--- config.mk ---
export PLATFORM = sky130hd
export DESIGN_NAME = led_array_decoder
export DESIGN_NICKNAME = d
export VERILOG_FILES = /design/src/rtl/led_array_decoder.sv
export SDC_FILE = /design/constraint.sdc
export NUM_CORES = 1
export LEC_CHECK = 0
export CORE_ASPECT_RATIO = 2
export CORE_UTILIZATION = 50
export DETAILED_ROUTE_END_ITERATION = 10
export PLACE_DENSITY = 0.72
export SYNTH_ARGS = -nofsm -noshare
export SYNTH_HDL_FRONTEND = slang
export SYNTH_SLANG_ARGS = --single-unit
--- constraint.sdc ---
create_clock -name clk -period 7.2 [get_ports clk]
set_clock_uncertainty 0.1 [all_clocks]
set_input_delay 1.44 -clock clk [delete_from_list [all_inputs] [get_ports clk]]
set_output_delay 1.44 -clock clk [all_outputs]
set_load 0.01 [all_outputs]
--- src/rtl/led_array_decoder.sv ---
`default_nettype none
// ============================================================================
//  Module   : led_array_decoder
//  Function : Rebuilds the N x N frame from a multiplexed rows/cols LED scan
//             bus; publishes completed frames through a valid/ready handshake.
//             Optional macro: LED_DECODER_CONSISTENCY_CHECK_EN
//  Revision : 1.0 - initial release
// ============================================================================
module led_array_decoder #(
  parameter int N             = 8,
  parameter int SETTLE        = 2,
  parameter int BLANK_TIMEOUT = 64
) (
  input  logic           clk,
  input  logic           rst_n,
  input  logic [N-1:0]   rows,
  input  logic [N-1:0]   cols,
  output logic [N*N-1:0] cells,
  output logic           frame_valid,
  input  logic           frame_ready,
  output logic           overrun,
  output logic           onehot_err,
  output logic           mismatch
);

  localparam int SW = $clog2(SETTLE + 1);
  localparam int BW = $clog2(BLANK_TIMEOUT + 1);
  localparam logic [SW-1:0] c_settle   = SW'(SETTLE);
  localparam logic [BW-1:0] c_blank_to = BW'(BLANK_TIMEOUT);
  localparam logic [N-1:0]  c_one      = N'(1);

  typedef enum logic [1:0] {
    S_IDLE     = 2'd0,
    S_SETTLING = 2'd1,
    S_HELD     = 2'd2
  } state_t;

  state_t         r_state, w_state_nxt;
  logic [N-1:0]   r_rows, r_cols, r_prev_rows, r_prev_cols;
  logic [SW-1:0]  r_cnt, w_cnt_nxt;
  logic [BW-1:0]  r_blank, w_blank_nxt;
  logic [N*N-1:0] r_partial, r_cells;
  logic [N-1:0]   r_seen;
  logic           r_frame_valid, r_overrun, r_onehot_err;

  logic           w_is_blank, w_is_bad, w_same;
  logic           w_capture, w_timeout, w_complete, w_restart;
  logic [N*N-1:0] w_part_cap, w_part_new, w_restart_part;
  logic [N-1:0]   w_seen_new;

  assign w_is_blank = (r_cols == '0);
  assign w_is_bad   = |(r_cols & (r_cols - c_one));
  assign w_same     = (r_rows == r_prev_rows) && (r_cols == r_prev_cols);

  always_ff @(posedge clk) begin
    if (!rst_n) r_state <= S_IDLE;
    else        r_state <= w_state_nxt;
  end

  always_comb begin
    w_state_nxt = r_state;
    w_cnt_nxt   = r_cnt;
    w_blank_nxt = r_blank;
    w_capture   = 1'b0;
    w_timeout   = 1'b0;
    if (w_is_blank) begin
      w_state_nxt = S_IDLE;
      w_cnt_nxt   = '0;
      if (r_blank != c_blank_to) w_blank_nxt = r_blank + BW'(1);
      w_timeout   = (w_blank_nxt == c_blank_to);
    end else if (w_is_bad) begin
      w_state_nxt = S_IDLE;
      w_cnt_nxt   = '0;
      w_blank_nxt = '0;
    end else begin
      w_blank_nxt = '0;
      // A held column stays held until the sampled pair changes.
      if (!(w_same && r_state == S_HELD)) begin
        if (w_same && r_state == S_SETTLING) begin
          if (r_cnt != c_settle) w_cnt_nxt = r_cnt + SW'(1);
        end else begin
          w_cnt_nxt = SW'(1);
        end
        if (w_cnt_nxt == c_settle) begin
          w_capture   = 1'b1;
          w_state_nxt = S_HELD;
        end else begin
          w_state_nxt = S_SETTLING;
        end
      end
    end
  end

  always_comb begin
    w_part_cap = r_partial;
    for (int r = 0; r < N; r++) begin
      for (int c = 0; c < N; c++) begin
        if (r_cols[c]) w_part_cap[N*r+c] = r_rows[r];
      end
    end
  end

`ifdef LED_DECODER_CONSISTENCY_CHECK_EN
  logic w_conflict;
  logic r_mismatch;

  always_comb begin
    w_conflict     = 1'b0;
    w_restart_part = '0;
    for (int r = 0; r < N; r++) begin
      for (int c = 0; c < N; c++) begin
        if (r_cols[c]) begin
          if (r_seen[c] && (r_partial[N*r+c] != r_rows[r])) w_conflict = 1'b1;
          w_restart_part[N*r+c] = r_rows[r];
        end
      end
    end
  end

  assign w_restart = w_capture & w_conflict;

  always_ff @(posedge clk) begin
    if (!rst_n)         r_mismatch <= 1'b0;
    else if (w_restart) r_mismatch <= 1'b1;
  end

  assign mismatch = r_mismatch;
`else
  assign w_restart      = 1'b0;
  assign w_restart_part = '0;
  assign mismatch       = 1'b0;
`endif

  // A conflicting recapture restarts the frame with only that column kept.
  assign w_part_new = w_restart ? w_restart_part : w_part_cap;
  assign w_seen_new = w_restart ? r_cols : (r_seen | r_cols);
  assign w_complete = w_capture & (&w_seen_new);

  always_ff @(posedge clk) begin
    if (!rst_n) begin
      r_rows        <= '0;
      r_cols        <= '0;
      r_prev_rows   <= '0;
      r_prev_cols   <= '0;
      r_cnt         <= '0;
      r_blank       <= '0;
      r_partial     <= '0;
      r_seen        <= '0;
      r_cells       <= '0;
      r_frame_valid <= 1'b0;
      r_overrun     <= 1'b0;
      r_onehot_err  <= 1'b0;
    end else begin
      r_rows      <= rows;
      r_cols      <= cols;
      r_prev_rows <= r_rows;
      r_prev_cols <= r_cols;
      r_cnt       <= w_cnt_nxt;
      r_blank     <= w_blank_nxt;
      if (w_is_bad) r_onehot_err <= 1'b1;
      if (w_timeout) begin
        r_partial <= '0;
        r_seen    <= '0;
      end else if (w_complete) begin
        r_cells       <= w_part_new;
        r_partial     <= '0;
        r_seen        <= '0;
        r_frame_valid <= 1'b1;
        if (r_frame_valid && !frame_ready) r_overrun <= 1'b1;
      end else if (w_capture) begin
        r_partial <= w_part_new;
        r_seen    <= w_seen_new;
      end
      if (!w_complete && r_frame_valid && frame_ready) r_frame_valid <= 1'b0;
    end
  end

  assign cells       = r_cells;
  assign frame_valid = r_frame_valid;
  assign overrun     = r_overrun;
  assign onehot_err  = r_onehot_err;

endmodule
`default_nettype wire

* Word-level counts from Yosys, hierarchy flattened
Cells that the tools add are included.
** Word-level totals
- Register bits :: 182
- Bits of input ports :: 19
- Logic and storage cells :: 123
** Cells by class
- $add $sub $neg :: 3
- Equal/unequal tests :: 8
- Multiplexer cells :: 77
- Bitwise logic cells :: 5
- Reductions and logical operators :: 17
** Operators with widths (count)
- two-way mux 1 bit :: 69
- == test 8 bit :: 2
- two-way mux 7 bit :: 2
- two-way mux 2 bit :: 6
- OR reduction 10 bit :: 1
- bitwise AND 8 bit :: 1
- logical NOT 8 bit :: 1
- bitwise OR 8 bit :: 1
- AND reduction 8 bit :: 1
- OR reduction 8 bit :: 1
- subtractor 8 x 1 -> 8 bit, second input constant :: 1
- adder 7 x 1 -> 7 bit, second input constant :: 1
- == test 7 bit, second input constant :: 1
- inequality test 7 bit, second input constant :: 1
- logical AND 1 bit :: 6
- == test 2 bit, second input constant :: 2
- AND reduction 2 bit :: 2
- AND reduction 3 bit :: 1
- OR reduction 3 bit :: 1
- adder 2 x 1 -> 2 bit, second input constant :: 1
- == test 2 x 1 -> 1 bit, second input constant :: 1
- logical NOT 1 bit :: 2
- inequality test 2 bit, second input constant :: 1
- inverter 1 bit :: 2
- other kinds (2) :: 2

* Depth between registers and ports, before layout
Gate-level depths: netlist of the first run.
- Depth after elaboration :: 17
- Depth in mapped cells :: 9
- Depth with buffers taken out :: 7

* Least setup slack after synthesis of the first run
Ideal clock, no wire load.
- Path type :: flip-flop to flip-flop
- From :: register r_blank[0]
- To :: register r_partial[12]
- Library setup time :: 131 ps
- Arrival :: 2269 ps
- Required time :: 6969 ps
- Path slack :: 4700 ps
- Stages on the path, launching flop included :: 10
- Period minus slack after synthesis :: 2500 ps
- Cells stage by stage :: dfxtp_1 -> inv_1 -> ha_1 -> nand2_1 -> or3b_2 -> clkbuf_1 -> mux2i_1 -> o41ai_4 -> buf_6 -> a211oi_2
** Between the ends
- Cells in the longest elaborated chain, start to end :: 6
- Elaborated cells on any way between the ends :: 7
** RTL lines
- start, declared :: line 41 : logic [BW-1:0] r_blank, w_blank_nxt;
- start signal, assigned :: line 159 : r_blank <= w_blank_nxt;
- adder 7 x 1 -> 7 bit / inequality test 7 bit (equally long branches) :: line 69 : if (r_blank != c_blank_to) w_blank_nxt = r_blank + BW'(1);
- two-way mux 7 bit (*) :: line 69
- two-way mux 7 bit (*) :: line 66 : if (w_is_blank) begin
- == test 7 bit (*) :: line 70 : w_timeout = (w_blank_nxt == c_blank_to);
- two-way mux 1 bit (*) :: line 66
- OR reduction 3 bit (no line) (*)
- end signal, assigned :: line 171 : r_partial <= w_part_new;
- end, declared :: line 42 : logic [N*N-1:0] r_partial, r_cells;
Mark *: on every way between the ends. The rest lies on a longest branch, timed or not. The select of a mux whose other input is x is not followed.
A chain may end at the register's enable or synchronous reset.

* Worst setup path in the final report of the first run
- From :: register r_cols[7]
- To :: register r_cells[48], in the netlist cells[48]
** Between the ends
- Cells in the longest elaborated chain, start to end :: 14
- Elaborated cells on any way between the ends :: 23
** RTL lines
- start, declared :: line 39 : logic [N-1:0] r_rows, r_cols, r_prev_rows, r_prev_cols;
- start signal, assigned :: line 155 : r_cols <= cols;
- == test 8 bit :: line 53 : assign w_same = (r_rows == r_prev_rows) && (r_cols == r_prev_cols);
- logical AND 1 bit :: line 53
- logical AND 1 bit :: line 79 : if (w_same && r_state == S_SETTLING) begin
- two-way mux 2 bit :: line 79
- two-way mux 2 bit :: line 78 : if (!(w_same && r_state == S_HELD)) begin
- two-way mux 2 bit :: line 71 : end else if (w_is_bad) begin
- two-way mux 2 bit :: line 66
- == test 2 bit :: line 84 : if (w_cnt_nxt == c_settle) begin
- two-way mux 1 bit :: line 84
- two-way mux 1 bit :: line 78
- two-way mux 1 bit :: line 71
- two-way mux 1 bit :: line 66
- bitwise AND 1 bit :: line 137 : assign w_complete = w_capture & (&w_seen_new);
- AND reduction 2 bit (no line) (*)
- end signal, assigned :: line 165 : r_cells <= w_part_new;
- end, declared :: line 42
Marked as above.

==> results of run 1 <==
-- placed cells by master, fill, tap and decap left out, types with 2 or more instances in the layout --
cell type        instances
dfxtp_1                182
a211oi_1               106
clkdlybuf4s50_1         85
mux2i_1                 65
a41oi_1                 65
nand4_1                 65
o31ai_1                 64
and2_1                  24
a211oi_2                24
nor2_1                  21
buf_4                   20
xor2_1                  18
clkbuf_16               17
nor3_1                  12
a31oi_1                  8
clkinv_1                 8
inv_1                    6
nand2_1                  6
a21oi_1                  6
inv_6                    6
nor4_1                   5
o22ai_1                  4
nand3_1                  4
o21ai_0                  4
clkinv_4                 4
ha_1                     3
or4_4                    2
or3_1                    2
and4_4                   2
a21o_1                   2
a31oi_4                  2
o21a_1                   2
nor2b_1                  2
clkinv_2                 2
-- per-stage QoR --
stage | power [mW] | cell area (um^2)
after CTS | 2.07 | 9710
final | 2.06 | 9710
after global placement | 1.19 | 9160
after global routing | 2.12 | 9710
after floorplan | 1.15 | 8530
after detailed placement | 1.20 | 9160
-- cell families after synthesis --
family	Yosys count	synth area share, %
fa+ha+maj	3	0.440
mux	65	7.62
compound gates	294	28.4
other cells	1	0.0439
flops	182	42.7
xor+xnor	19	1.95
buf+inv	142	8.36
simple gates	152	10.5
-- cell type report --
type | count | area, um^2
clock buffer | 18 | 439
clock inverter | 14 | 116
fill | 1416 | 6970
inverter | 15 | 56.3
multi-input combinational | 534 | 4200
sequential | 182 | 3640
tap | 207 | 259
timing repair buffer | 105 | 1000
-- flip-flops by register name (all words and copies together) (netlist names), 2 cells and up --
name	cells
r_seen	8
cells	64
r_state	2
r_prev_rows	8
r_partial	64
r_prev_cols	8
r_blank	7
r_cols	8
r_cnt	2
r_rows	8
-- how the worst min path moves through the flow --
stage                                          start                          to  slack (ps)  cells after the start
after floorplan           r_partial[32]$_SDFFE_PP0P_  r_partial[32]$_SDFFE_PP0P_         350                      2
after global placement       onehot_err$_SDFFE_PN0P_     onehot_err$_SDFFE_PN0P_         340                      2
after detailed placement     onehot_err$_SDFFE_PN0P_     onehot_err$_SDFFE_PN0P_         340                      2
after CTS                    onehot_err$_SDFFE_PN0P_     onehot_err$_SDFFE_PN0P_         360                      2
after global routing         onehot_err$_SDFFE_PN0P_     onehot_err$_SDFFE_PN0P_         370                      2
final                        onehot_err$_SDFFE_PN0P_     onehot_err$_SDFFE_PN0P_         360                      2
-- layer usage --
metal | share of wire (%) | wire (um) | vias to the layer above
met1 | 38 | 9220 | 3593
met2 | 52 | 12600 | 321
met4 | 4.4 | 1070 | 0
met5 | 0 | 0 | -
li1 | - | - | 3367
met3 | 6.3 | 1530 | 70
-- worst reg2reg max path, stage by stage (launching register included) --
cell and delay, ps:
dfxtp_1 1050, o22ai_1 200, nor4_1 330, and2_2 1050
and4_4 650, buf_4 620, a211oi_1 220
-- power by group through the flow --
stage	clock network [mW]	registers (mW)	logic (mW)
2_1_floorplan	0	1.04	0.109
3_3_place_gp	0	1.06	0.134
3_5_place_dp	0	1.06	0.139
4_1_cts	0.892	1.03	0.140
5_1_grt	0.940	1.04	0.150
6_report	0.888	1.03	0.142
==> results by group, run 1 <==
Detailed routing
  – Total number of vias: 7351
  – DRC viols: 0
  – Via density: 6.84
  – Wirelength per Cell: 22.8 um
  – Initial DRC Count: 738
  – Routed Antenna Nets: 0
  – Pre-antenna DRT Iters: 6
  – WL final: 24500 um

Timing
  – Setup TNS: 0 ps
  – Final hold slack: 362 ps
  – Final hold vios: 0
  – Fmax achieved: 0.229 GHz
  – RSZ-0062 raised after global routing: no
  – Slew at the pin with the worst max-slew slack: 1260 ps
  – Min cycle time layout: 4370 ps
  – Final setup violation count: 0
  – Final period utilization: 60.8%
  – Pins Over Slew Limit: 0
  – Final worst slack: 2830 ps
  – Rel. slew slack: 16.1%

Cells and area
  – Non-filler cells, final: 1075
  – Area grow syn2layout: 13.8%
  – Fin util: 58.2%
  – Count of nets after finishing: 877
  – Layout cells sized above 1: 10.3%
  – ANT cells: 0

Clock network
  – Clock transition at path regs: 70 ps
  – Clock sink count: 182
  – CTS HTree Levels: 4
  – Clk buf depth: 2
  – Hold-fix buffers, CTS: 0
  – Clock Latency Late Sink: 440 ps
  – PostCTS Resize Cnt: 0
  – Setup bufs post-CTS: 0
  – Root Buffer: clkbuf_16
  – CTS tree: built
  – CTS buffer count: 17

Logic synthesis
  – Post-synth top flop: dfxtp_1
  – FFs w/ async S/R, synth: 0%
  – Top cell type's share of synthesized area: 42.7%
  – Syn nets: 880
  – Post-synth EDFFs: 0
  – Netlist area before placement: 8530 um^2
  – Syn Inst Count: 858
  – Post-synth cell types: 48
  – YS warnings: 0
  – Sequential element share of the synthesized area: 42.7%
  – Syn Area/Cell: 9.95 um^2
  – Synth Register Bits: 182
  – Most area-hungry cell type in the Yosys netlist: dfxtp_1
  – Top post-synthesis cells by area: dfxtp_1 (43%), a211oi_1 (9.3%), mux2i_1 (7.6%)
  – Most frequent cells after synthesis: dfxtp_1 (182), a211oi_1 (106), a41oi_1 (65), mux2i_1 (65), nand4_1 (65)
  – Count leader, synth: dfxtp_1

Floorplan
  – Cell row count: 67
  – Core area: 16700 um^2
  – Die H: 187 um
  – I/O pin cnt: 87
  – Die X: 94.4 um
  – Die footprint: 17600 um^2
  – Initial core utilization: 51.2%

Place
  – DP Cell Count: 1043
  – Number of port buffers: 85
  – Post-Place Setup Slack: 2950 ps
  – RD Place Congestion: 0.839
  – DP Wirelength: 14100 um

Worst setup path
  – CP delay by family, top: simple AND/OR/NAND/NOR gates
  – Critical Path Slowest Stage Cell: dfxtp_1
  – Worst setup path endpoint: cells[48]$_SDFFE_PN0P_
  – Critical path class: register to register
  – Worst Reg-to-Reg Cells: 6
  – Crit path arrival time: 4560 ps
  – Crit path from: r_cols[7]$_SDFF_PN0_
  – Crit path capture type: register
  – RR Startpoint: r_cols[7]$_SDFF_PN0_
  – Critical path required time: 7390 ps
  – Levels on crit path: 6
  – FF-to-FF End: cells[48]$_SDFFE_PN0P_
  – Worst Path Buf+Inv: 1
  – Worst path max stage delay: 1050 ps
  – R2R Setup Slk: 2830 ps
  – Critical path peak fanout: 66
  – Critical Path Source Type: register
  – Cell Chain, Critical Path: o22ai_1 -> nor4_1 -> and2_2 -> and4_4 -> buf_4 -> a211oi_1

Pwr
  – Clk pwr share: 43.0%
  – Lkg Pwr: 2.96 nW
  – Switch share: 26.4%
  – Pwr/cell area: 213 nW/um^2
  – NetSw: 0.544 mW
  – Combinational Power Share: 6.9%
  – Power Internal: 1.52 mW
  – Sequential share of power: 50.1%
  – VDD IR-drop max: 181 uV

Global routing
  – Met2 usage in global routing: 48.0%
  – Met3 usage: 5.66%
  – Largest net degree at the start of global routing: 103
  – GR Overflow Total: 0
  – Layer with the highest usage: met2
  – Gr usage total: 28.8%
  – Vias in the first global route: 7337
  – Met1 global-route usage: 33.5%
  – Initial antenna violation count: 0
  – First-pass GRT wire length: 39500 um

Flow run
  – Max-Cap Viols: 0

Worst hold path
  – HP Class: register to register

Status
  – Status: complete, no violations
No activity file was read; power rests on OpenSTA's default activity.
==> run 2, diff against run 1 <==
- PLACE_DENSITY: 0.72 -> 0.74
- clock period: 7.2 -> 3.6 ns (I/O delays scaled with it)
==> run 2 against run 1 <==
Total power up 100%; worst setup slack worse by 2100 ps; critical endpoint is now cells[41]$_SDFFE_PN0P_; non-clock buffer count up 17; final area up 2.1%; sequential share of layout area down 0.79 points; highest routed layer unchanged; utilization up 1.2 points; register-to-register slack worse by 2100 ps; largest cell class unchanged.
==> results by group, run 2 (synthesis gave the netlist of run 1 again) <==
Detailed routing
  – Routed Antenna Nets: 0 (unchanged)
  – DRT met1 WL: 9670 um (+4.8%)
  – WL final: 23800 um (-2.7%)
  – Wirelength per Cell: 21.8 um (-4.2%)
  – Pre-antenna DRT Iters: 5 (-1)
  – Met3 WL: 1290 um (-16%)
  – Top routing layer in use: met4
  – Routed wl met2: 11900 um (-5.6%)
  – Total number of vias: 7413 (+0.84%)
  – Initial DRC Count: 598 (-19%)
  – DRC viols: 0 (unchanged)
  – Via density: 6.79 (-0.73%)

Cells and area
  – Layout cells sized above 1: 12.0% (+1.7 points)
  – Commonest non-fill, non-tap cell in the layout: dfxtp_1
  – ANT cells: 0 (unchanged)
  – Area grow syn2layout: 16.3%
  – Count of nets after finishing: 894 (+1.9%)
  – Commonest non-fill, non-tap cells in the layout: dfxtp_1 (182), a211oi_1 (106), clkdlybuf4s50_1 (85)
  – Filler instances: 1417 (+0.071%)

Status
  – Status: complete, no violations

Global routing
  – Gr usage total: 28.1% (-0.63 points)
  – Initial antenna violation count: 0 (unchanged)
  – First-pass GRT wire length: 38700 um (-2.0%)
  – Largest net degree at the start of global routing: 139 (+35%)
  – Vias in the first global route: 7052 (-3.9%)
  – GR Overflow Total: 0 (unchanged)

Timing
  – Pins Over Slew Limit: 0 (unchanged)
  – Min cycle time layout: 2880 ps (-1500 ps)
  – Final hold vios: 0 (unchanged)
  – Slew at the pin with the worst max-slew slack: 752 ps (-507 ps)
  – Setup TNS: 0 ps (unchanged)
  – Final period utilization: 80.0% (+19 points)
  – Rel. slew slack: 49.9% (+34 points)
  – RSZ-0062 raised after global routing: no
  – Final setup violation count: 0 (unchanged)
  – Fmax achieved: 0.347 GHz (+52%)

Place
  – Number of port buffers: 85 (unchanged)
  – RD Place Congestion: 0.813 (-3.1%)
  – DP Wirelength: 13900 um (-1.3%)

Pwr
  – Pwr Total: 4.20 mW (+100%)
  – Pwr/cell area: 423 nW/um^2 (+99%)
  – Lkg Pwr: 3.08 nW (+3.9%)
  – VDD IR-drop max: 337 uV (+86%)

Clock network
  – Clock transition at path regs: 70 ps (about the same)
  – CTS buffer count: 17 (unchanged)
  – Setup bufs post-CTS: 0 (unchanged)
  – Hold-fix buffers, CTS: 0 (unchanged)
  – Clock Latency Late Sink: 440 ps (about the same)
  – Root Buffer: clkbuf_16
  – CTS tree: built
  – Clock sink count: 182 (unchanged)
  – PostCTS Resize Cnt: 0 (unchanged)
  – CTS HTree Levels: 4 (unchanged)
  – Clk buf depth: 2 (unchanged)

Flow run
  – Max-Cap Viols: 0 (unchanged)

Worst setup path
  – Critical path required time: 3850 ps (-3540 ps)
  – Critical Path Source Type: register
  – Critical path peak fanout: 66 (unchanged)
  – Crit path capture type: register
  – Crit path arrival time: 3130 ps (-1430 ps)
  – Critical path class: register to register

Floorplan
  – I/O pin cnt: 87 (unchanged)
  – Die footprint: 17600 um^2 (unchanged)
  – Initial core utilization: 51.2% (unchanged)
  – Cell row count: 67 (unchanged)
  – Die H: 187 um (unchanged)
  – Core area: 16700 um^2 (unchanged)
  – Die X: 94.4 um (unchanged)

Worst hold path
  – HP Class: register to register
[run 2: path summary, 6_finish.rpt]
check	slack, ps	to	startpoint	cells after the start
worst max-delay path	720	cells[41]$_SDFFE_PN0P_	r_cols[0]$_SDFF_PN0_	6
worst min-delay path	370	onehot_err$_SDFFE_PN0P_	onehot_err$_SDFFE_PN0P_	2
worst min register to register	370	onehot_err$_SDFFE_PN0P_	onehot_err$_SDFFE_PN0P_	2
worst max register to register	720	cells[41]$_SDFFE_PN0P_	r_cols[0]$_SDFF_PN0_	6
[run 2: worst max-delay path: stages, from the launching register on]
cell	delay, ps
dfxtp_1	330
or4_4	560
a2111o_1	460
a31oi_4	220
buf_4	600
a41oi_1	200
a211oi_1	270
[run 2: stage by stage]
| stage | hold WS, ps | setup slack, ps | instance area [um^2] | instances | utilization, % |
|---|---|---|---|---|---|
| floorplan | 347 | 1100 | 8530 | 858 | - |
| global route | 384 | 550 | 9920 | 1092 | 59.5 |
| global placement | 344 | 839 | 9350 | 1060 | 56.0 |
| finish | 368 | 721 | 9920 | 1092 | 59.5 |
| CTS | 370 | 719 | 9920 | 1092 | 59.5 |
| detailed placement | 355 | 734 | 9350 | 1060 | 56.0 |
[run 2: routing by layer]
layer  up-vias  GRT usage [%]
li1       3398              -
met1      3641           34.9
met2       314           45.8
met3        60           4.85
met4         0           14.3
met5         -              0
[run 2: area by class of cell]
type	count	area (um^2)	area share, %
Sequential cell	182	3640	36.7
Tap cell	207	259	2.61
Clock buffer	20	467	4.70
Inverter	15	56.3	0.568
Timing Repair Buffer	122	1190	12.0
Clock inverter	12	106	1.07
Multi-Input combinational cell	534	4200	42.3
[run 2: report_power, final]
part           switching [mW]  internal, mW
Clock                   0.865         0.967
Sequential             0.0190          2.03
Combinational           0.216        0.0976
Total                    1.10          3.10
==> run 3, diff against run 2 <==
- clock period: 3.6 -> 2.6 ns (I/O delays scaled with it)
==> run 3 against run 2 <==
The flow now finishes with violations (setup timing); critical endpoint is now r_partial[43]$_SDFFE_PP0P_; highest routed layer unchanged; largest cell class unchanged; worst hold slack lost 7.0 ps; non-clock buffer count grew 27; maximum frequency grew 10%; register-to-register slack lost 730 ps.
==> results by group, run 3 (synthesis gave the netlist of run 1 again) <==
Global routing
  – Gr usage total: 27.7% (-0.39 points)
  – Layer with the highest usage: met2
  – Vias in the first global route: 7146 (+1.3%)
  – Initial antenna violation count: 0 (unchanged)
  – Met1 global-route usage: 33.4% (-1.6 points)
  – First-pass GRT wire length: 38200 um (-1.1%)
  – Largest net degree at the start of global routing: 66 (-53%)
  – GR Overflow Total: 0 (unchanged)
  – Met3 usage: 5.05% (+0.20 points)
  – Met2 usage in global routing: 45.5% (-0.39 points)

Timing
  – Min cycle time layout: 2610 ps (-266 ps)
  – Final setup violation count: 18 (+18)
  – Final hold vios: 0 (unchanged)
  – Final period utilization: 100% (+21 points)
  – Final hold slack: 361 ps (-7.04 ps)
  – Slew at the pin with the worst max-slew slack: 660 ps (-92.4 ps)
  – Final worst slack: -12.9 ps (-734 ps)
  – RSZ-0062 raised after global routing: yes
  – Pins Over Slew Limit: 0 (unchanged)
  – Fmax achieved: 0.383 GHz (+10%)
  – Rel. slew slack: 55.9% (+6.0 points)

Floorplan
  – Initial core utilization: 51.2% (unchanged)
  – Core area: 16700 um^2 (unchanged)
  – I/O pin cnt: 87 (unchanged)
  – Die X: 94.4 um (unchanged)
  – Die footprint: 17600 um^2 (unchanged)
  – Cell row count: 67 (unchanged)
  – Die H: 187 um (unchanged)

Detailed routing
  – Total number of vias: 7651 (+3.2%)
  – Via density: 6.83 (+0.63%)
  – Initial DRC Count: 672 (+12%)
  – Routed Antenna Nets: 0 (unchanged)
  – WL final: 25000 um (+5.1%)
  – DRC viols: 0 (unchanged)
  – Wirelength per Cell: 22.3 um (+2.5%)
  – Pre-antenna DRT Iters: 6 (+1)

Worst setup path
  – Critical path required time: 2810 ps (-1040 ps)
  – Crit-path most repeated cell: or4_4
  – Critical path class: register to register
  – Cell Chain, Critical Path: or4_4 -> or4_4 -> a31oi_4 -> buf_6 -> and4_4 -> clkbuf_16 -> a211oi_1
  – Critical path peak fanout: 12 (-82%)
  – Crit path from: r_cols[0]$_SDFF_PN0_
  – RR Startpoint: r_cols[0]$_SDFF_PN0_
  – Critical Path Source Type: register
  – Crit path capture type: register
  – Worst path max stage delay: 550 ps (-50 ps)
  – Critical Path Slowest Stage Cell: or4_4
  – Crit path arrival time: 2830 ps (-300 ps)
  – Worst Reg-to-Reg Cells: 7 (+1)

Pwr
  – VDD IR-drop max: 487 uV (+45%)
  – Lkg Pwr: 3.29 nW (+7.0%)
  – Pwr/cell area: 561 nW/um^2 (+33%)

Clock network
  – Clock Latency Late Sink: 440 ps (about the same)
  – Clk buf depth: 2 (unchanged)
  – Clock sink count: 182 (unchanged)
  – Root Buffer: clkbuf_16
  – CTS tree: built
  – CTS HTree Levels: 4 (unchanged)
  – Clock transition at path regs: 80 ps (about the same)
  – Hold-fix buffers, CTS: 0 (unchanged)
  – CTS buffer count: 17 (unchanged)

Cells and area
  – Layout cells sized above 1: 15.4% (+3.5 points)
  – Commonest non-fill, non-tap cells in the layout: dfxtp_1 (182), a211oi_1 (101), clkdlybuf4s50_1 (85)
  – Commonest non-fill, non-tap cell in the layout: dfxtp_1
  – Final instance area: 10400 um^2 (+4.6%)
  – ANT cells: 0 (unchanged)
  – Count of nets after finishing: 922 (+3.1%)
  – Area grow syn2layout: 21.6%

Flow run
  – Max-Cap Viols: 0 (unchanged)

Status
  – Failing checks: setup timing
  – Status: complete, but fails checks

Place
  – DP Wirelength: 14500 um (+4.4%)
  – Number of port buffers: 85 (unchanged)
  – RD Place Congestion: 0.854 (+5.1%)
  – Placed cell areas: 9580 um^2 (+2.5%)

Worst hold path
  – HP Class: register to register
  – Hold path startpoint: onehot_err$_SDFFE_PN0P_
  – Hold path cells: 2 (unchanged)
==> run 3: through the flow <==
| stage | total power [mW] | setup TNS [ps] | utilization (%) | std cells | worst slack (ps) |
|---|---|---|---|---|---|
| 3_5_place_dp | 3.36 | 0 | 57.4 | 1078 | 52.3 |
| 6_report | 5.82 | -113 | 62.2 | 1120 | -12.9 |
| 2_1_floorplan | 3.20 | 0 | - | 858 | 100 |
| 5_1_grt | 5.99 | -3330 | 62.2 | 1120 | -149 |
| 4_1_cts | 5.79 | 0 | 60.8 | 1110 | 22.9 |
| 3_3_place_gp | 3.36 | 0 | 57.4 | 1078 | 102 |
==> run 3: critical path, delay by kind of cell, from the launching register on <==
kind / cells / cell delay, ps
AO/OA/AOI/OAI: 2 / 350
flip-flops: 1 / 320
AND/OR/NAND/NOR: 3 / 1340
buffers and inverters: 2 / 360
==> run 3: final timing paths <==
check | slack (ps) | end
setup / recovery | -10 | r_partial[43]$_SDFFE_PP0P_
hold / removal | 360 | onehot_err$_SDFFE_PN0P_
setup reg to reg | -10 | r_partial[43]$_SDFFE_PP0P_
hold reg to reg | 360 | onehot_err$_SDFFE_PN0P_
==> run 3: per-layer routing <==
layer	vias to the layer above	routed length (um)	share of wire, %
met5	-	0	0
met4	0	1350	5.4
met3	83	1530	6.1
met2	379	12600	50
met1	3720	9520	38
li1	3469	-	-
==> run 3: cell type report <==
class | count | area [um^2]
Tap cell | 207 | 259
Clock inverter | 12 | 113
Fill cell | 1352 | 6310
Sequential cell | 182 | 3640
Inverter | 15 | 56.3
Multi-Input combinational cell | 535 | 4260
Clock buffer | 20 | 447
Timing Repair Buffer | 149 | 1600
==> run 3: timing repair <==
action                                  in CTS  in global routing
endpoints found under the setup margin       0                105
setup buffers                                0                  2
gates resized for setup                      0                 17
==> run 3: report_power, final <==
part | switching (mW) | internal (mW) | leakage (nW)
Combinational | 0.331 | 0.181 | 1.55
Sequential | 0.0228 | 2.81 | 1.47
Clock | 1.18 | 1.29 | 0.270
